==> config.mk <==
export PLATFORM = sky130hd
export DESIGN_NAME = z80_blkcmp_unit_flat
export DESIGN_NICKNAME = d
export VERILOG_FILES = /design/src/rtl/z80_blkcmp_unit_if.sv /design/src/rtl/z80_blkcmp_unit.sv /design/src/flat_wrapper.sv
export SDC_FILE = /design/constraint.sdc
export NUM_CORES = 1
export LEC_CHECK = 0
export CAP_MARGIN = 0
export CORE_MARGIN = 3
export CORE_UTILIZATION = 40
export DETAILED_ROUTE_END_ITERATION = 16
export MAX_ROUTING_LAYER = met4
export PLACE_DENSITY = 0.68
export SLEW_MARGIN = 20
export SYNTH_ARGS = -nofsm -noshare
export SYNTH_HDL_FRONTEND = slang
export SYNTH_SLANG_ARGS = --single-unit
==> constraint.sdc <==
create_clock -name clk -period 3.5 [get_ports clk]
set_clock_uncertainty 0.15 [all_clocks]
set_input_delay 0.35 -clock clk [delete_from_list [all_inputs] [get_ports clk]]
set_output_delay 0.35 -clock clk [all_outputs]
set_load 0.01 [all_outputs]
==> src/rtl/z80_blkcmp_unit_if.sv <==
// rtl/z80_blkcmp_unit_if.sv - memory read bus between the block-compare unit and its memory
interface z80_blkcmp_unit_if #(
    parameter int ADDR_W = 16
);
    logic              mem_rd;
    logic [ADDR_W-1:0] mem_raddr;
    logic              mem_ack;
    logic [7:0]        mem_rdata;

    modport master (
        output mem_rd,
        output mem_raddr,
        input  mem_ack,
        input  mem_rdata
    );

    modport slave (
        input  mem_rd,
        input  mem_raddr,
        output mem_ack,
        output mem_rdata
    );
endinterface

==> src/rtl/z80_blkcmp_unit.sv <==
// rtl/z80_blkcmp_unit.sv - Z80 CPI/CPD/CPIR/CPDR block compare engine
// Optional interrupt abort of repeat ops: define Z80_BLKCMP_INTR_EN.
module z80_blkcmp_unit #(
    parameter int ADDR_W = 16,
    parameter int CNT_W  = 16
) (
    input  logic                clk,
    input  logic                reset,
    input  logic                start,
    input  logic [1:0]          op,
    input  logic [7:0]          a_in,
    input  logic [7:0]          f_in,
    input  logic [ADDR_W-1:0]   hl_in,
    input  logic [CNT_W-1:0]    bc_in,
    z80_blkcmp_unit_if.master   mem,
    output logic [ADDR_W-1:0]   hl_out,
    output logic [CNT_W-1:0]    bc_out,
    output logic [7:0]          f_out,
    output logic                busy,
    output logic                done,
    output logic [CNT_W-1:0]    iter_count,
    input  logic                int_req,
    output logic                interrupted
);
    typedef enum logic [1:0] {
        S_IDLE = 2'd0,
        S_READ = 2'd1,
        S_EXEC = 2'd2,
        S_DONE = 2'd3
    } state_t;

    state_t            r_state;
    state_t            w_next;
    logic [7:0]        r_a;
    logic [7:0]        r_f;
    logic [7:0]        r_m;
    logic [1:0]        r_op;
    logic [ADDR_W-1:0] r_hl;
    logic [CNT_W-1:0]  r_bc;
    logic [CNT_W-1:0]  r_iter;
    logic              r_intr;

    logic [7:0]        w_r;
    logic              w_z;
    logic              w_h;
    logic [CNT_W-1:0]  w_bc_next;
    logic [ADDR_W-1:0] w_hl_next;
    logic              w_more;
    logic              w_intr;

    assign w_r       = r_a - r_m;
    assign w_z       = (w_r == 8'h00);
    assign w_h       = (r_a[3:0] < r_m[3:0]);
    assign w_bc_next = r_bc - {{(CNT_W-1){1'b0}}, 1'b1};
    assign w_hl_next = r_op[0] ? (r_hl - {{(ADDR_W-1){1'b0}}, 1'b1})
                               : (r_hl + {{(ADDR_W-1){1'b0}}, 1'b1});
    assign w_more    = r_op[1] && (w_bc_next != '0) && !w_z;

`ifdef Z80_BLKCMP_INTR_EN
    assign w_intr = int_req && w_more;
`else
    assign w_intr = int_req & 1'b0;
`endif

    always_ff @(posedge clk) begin
        if (reset) begin
            r_state <= S_IDLE;
        end else begin
            r_state <= w_next;
        end
    end

    always_comb begin
        w_next = r_state;
        case (r_state)
            S_IDLE: if (start) w_next = S_READ;
            S_READ: if (mem.mem_ack) w_next = S_EXEC;
            S_EXEC: w_next = (w_more && !w_intr) ? S_READ : S_DONE;
            S_DONE: w_next = S_IDLE;
            default: w_next = S_IDLE;
        endcase
    end

    always_ff @(posedge clk) begin
        if (reset) begin
            r_a    <= '0;
            r_f    <= '0;
            r_m    <= '0;
            r_op   <= '0;
            r_hl   <= '0;
            r_bc   <= '0;
            r_iter <= '0;
            r_intr <= 1'b0;
        end else begin
            case (r_state)
                S_IDLE: if (start) begin
                    r_a    <= a_in;
                    r_f    <= f_in;
                    r_hl   <= hl_in;
                    r_bc   <= bc_in;
                    r_op   <= op;
                    r_iter <= '0;
                    r_intr <= 1'b0;
                end
                S_READ: if (mem.mem_ack) r_m <= mem.mem_rdata;
                S_EXEC: begin
                    r_bc   <= w_bc_next;
                    r_hl   <= w_hl_next;
                    r_iter <= r_iter + {{(CNT_W-1){1'b0}}, 1'b1};
                    // F5, F3 and C pass through from the flags latched at start
                    r_f    <= {w_r[7], w_z, r_f[5], w_h, r_f[3], (w_bc_next != '0), 1'b1, r_f[0]};
                    r_intr <= w_intr;
                end
                default: ;
            endcase
        end
    end

    assign mem.mem_rd    = (r_state == S_READ);
    assign mem.mem_raddr = r_hl;
    assign hl_out        = r_hl;
    assign bc_out        = r_bc;
    assign f_out         = r_f;
    assign iter_count    = r_iter;
    assign interrupted   = r_intr;
    assign busy          = (r_state != S_IDLE);
    assign done          = (r_state == S_DONE);
endmodule

==> src/flat_wrapper.sv <==
// flat-port wrapper written by rule: the top's interface ports become plain ports
module z80_blkcmp_unit_flat 
#(
    parameter int ADDR_W = 16,
    parameter int CNT_W  = 16
)
  (clk, reset, start, op, a_in, f_in, hl_in, bc_in, hl_out, bc_out, f_out, busy, done, iter_count, int_req, interrupted, mem_mem_rd, mem_mem_raddr, mem_mem_ack, mem_mem_rdata);
  z80_blkcmp_unit_if #(.ADDR_W(ADDR_W)) mem_i ();
  input  logic clk;
  input  logic reset;
  input  logic start;
  input  logic [1:0] op;
  input  logic [7:0] a_in;
  input  logic [7:0] f_in;
  input  logic [ADDR_W-1:0] hl_in;
  input  logic [CNT_W-1:0] bc_in;
  output logic [ADDR_W-1:0] hl_out;
  output logic [CNT_W-1:0] bc_out;
  output logic [7:0] f_out;
  output logic busy;
  output logic done;
  output logic [CNT_W-1:0] iter_count;
  input  logic int_req;
  output logic interrupted;
  output wire logic [$bits(mem_i.mem_rd)-1:0] mem_mem_rd;
  output wire logic [$bits(mem_i.mem_raddr)-1:0] mem_mem_raddr;
  input wire logic [$bits(mem_i.mem_ack)-1:0] mem_mem_ack;
  input wire logic [$bits(mem_i.mem_rdata)-1:0] mem_mem_rdata;
  assign mem_mem_rd = mem_i.mem_rd;
  assign mem_mem_raddr = mem_i.mem_raddr;
  assign mem_i.mem_ack = mem_mem_ack;
  assign mem_i.mem_rdata = mem_mem_rdata;
  z80_blkcmp_unit #(.ADDR_W(ADDR_W), .CNT_W(CNT_W)) u_core (.clk(clk), .reset(reset), .start(start), .op(op), .a_in(a_in), .f_in(f_in), .hl_in(hl_in), .bc_in(bc_in), .mem(mem_i), .hl_out(hl_out), .bc_out(bc_out), .f_out(f_out), .busy(busy), .done(done), .iter_count(iter_count), .int_req(int_req), .interrupted(interrupted));
endmodule
==> run metrics <==
htree depth 3; # resized after CTS 0; sequential-to-total area share from yosys stat 32.10%; Min-Delay Path Class reg -> reg; clk_lat worst skew 0.34 ns; outcome finished clean; post-route minimum period roughly 3.2 ns; Reg clk slew, reported paths 0.06 ns; cell area after synthesis between 4000 and 5000 um^2; synthesized area per cell 7.682 um^2; Synth-to-Final Area Change 34.61%; fmax 0.3135 GHz; Worst setup EP type register; pin count of the biggest net entering global routing 71; initial core utilization 41.16%; Synth area leaders dfxtp_1 32%, a21oi_1 6.9%, ha_1 6.3%, nand2_1 5.2%, nor2_1 5.1%; CTS tree built; critical path class reg -> reg; gr usage total 22.21%; Die Y 114.9 um; ys async rst share 0%; Post-Syn Instances 617; warnings from Yosys 0; unrepaired setup endpoints after global routing false; hold_buf cts 0; Nets 808; final setup TNS 0 ns; synthesized flop and latch total 76; worst relative slew slack 33.23%; Worst EP arrival 3.28 ns; R2R depth 8; placed cell count 852; non-filler cells, final 867; num rows 39; design area 6380 um^2; CP max FO 9; Die ar. 13,190 um^2; fillers 1,083; Syn Nets 705; placed instance area between 6000 and 7000 um^2; Root Buffer clkbuf_16; Max Cap Viol 0; Placer Congestion 0.8722; Synth area leader dfxtp_1; Final setup viols 0; vias approximately 5,000; Routed WL per cell 16.46 um; antenna violations before repair 0; worst path required time 3.59 ns; Synth Flop Type dfxtp_1; # DRC 0; Antenna Nets Post-Route 0; power per cell area 414.5 nW/um^2; number of setup buffers added after CTS 0; DRT iter0 DRCs 270; gr ovfl total 0; peak supply drop ~0.21 mV; first-pass GRT wire length approximately 23,000 um; drt via density 5.740; number of global-route vias before repair 4,789; Hold Path Depth 2; Die Wd 114.9 um; overall routed net length about 14,000 um; clk buf depth 2; commonest non-fill, non-tap cell in the layout clkdlybuf4s50_1; Worst-Margin Slew 1.002 ns; fin. max-slew vios 0; Post-synth EDFFs 0; CTS Buf Count 9; Buffers on Ports between 100 and 150; period utilisation layout 91.14%; clock sink total 76; Pleak 0.002366 uW; Synth cell types 68; core footprint around 12,000 um^2; most frequent cells in the layout 135 x clkdlybuf4s50_1, 76 x dfxtp_1, 66 x nand2_1; CP Launch Type register; hpwl dp ~10,000 um; drt first pass iters 5; IO Pins around 140; fraction of layout cells with a size suffix above 1 5.801%; # diodes 0; endpoints failing hold 0; Synth top area share 32.10%
-- stage by stage --
stage	setup WS (ns)	hold WS, ns	utilization [%]	power, uW
3_3_place_gp	0.4365	0.2959	52.87	1713
2_1_floorplan	0.6676	0.2863	-	1449
5_1_grt	0.1593	0.3278	55.40	2781
6_report	0.3102	0.3071	55.40	2645
3_5_place_dp	0.3562	0.2992	52.87	1729
4_1_cts	0.3501	0.3073	55.40	2661
-- routing by layer --
layer / track usage [%] / up-vias / wire, um
li1: - / 2447 / -
met1: 28.02 / 2360 / 6495
met2: 36.19 / 148 / 6858
met3: 2.421 / 22 / 631
met4: 9.233 / 0 / 281
met5: - / - / 0
-- cell type report --
cell class / count / area, um^2 / share of cell area [%]
well taps: 143 / 178.9 / 2.804
flip-flops and latches: 76 / 1521 / 23.85
repair buffers: 150 / 1461 / 22.91
inverters: 21 / 78.83 / 1.236
clock buffers: 10 / 239.0 / 3.746
multi-input cells: 462 / 2848 / 44.64
clock inverters: 5 / 52.55 / 0.8237
-- worst paths after layout --
path	start	end	slack, ns
setup reg to reg	u_core.bc_out[0]	u_core.r_state[1]	0.31
setup / recovery	u_core.bc_out[0]	u_core.r_state[1]	0.31
hold / removal	u_core.r_op[1]	u_core.r_op[1]	0.31
hold reg to reg	u_core.r_op[1]	u_core.r_op[1]	0.31
-- worst max-delay path, stage by stage, from the launching register on --
cell      delay [ns]
dfxtp_1         0.37
inv_1           0.11
ha_1            0.31
or4b_1          0.59
or4b_4          0.59
xnor2_2         0.14
nor4_1          0.40
a311oi_1        0.16
a221oi_1        0.27
-- logic make-up after synthesis --
group | count (synthesis) | synth area share, %
and+or+nand+nor | 226 | 22.47
AOI/OAI and AO/OA | 184 | 25.40
buffers and inverters | 79 | 7.999
DFF | 76 | 32.10
adders and majority gates | 25 | 6.758
xor gates and xnor gates | 18 | 3.485
muxes | 8 | 1.716
other | 1 | 0.07912
-- synthesized netlist by cell type (all sizes together), types with 3 or more instances --
library cell and instances:
buf 23, nor2b 7, nor2 64, or2 5, nand2 66, nand3 21
and3 7, nor3 19, o221ai 7, o22ai 5, mux2i 7, dfxtp 76
o211ai 4, o21a 7, nand4 8, nand2b 3, a222oi 5, clkbuf 35
o31ai 3, and2 3, a211oi 4, a21oi 65, a221oi 5, o2111ai 3
o21ai 29, a21o 3, or3 5, inv 20, ha 24, xor2 7
o22a 5, a311oi 3, xnor2 11, a31oi 9, a22oi 11, nor4 8
-- report_power, final --
part	internal (uW)	total, uW	switching [uW]	leakage, uW
sequential	922	997	75.3	0.000622
clock	564	929	365	0.000144
combinational	358	719	361	0.00160
-- state kept, by name, summed over array words and instances, names as in the netlist --
| register | count |
|---|---|
| u_core.r_state | 2 |
| u_core.bc_out | 16 |
| u_core.r_m | 8 |
| u_core.r_op | 2 |
| u_core.f_out | 8 |
| u_core.hl_out | 16 |
| u_core.r_a | 8 |
| u_core.iter_count | 16 |
(Power assumes the default switching activity.)
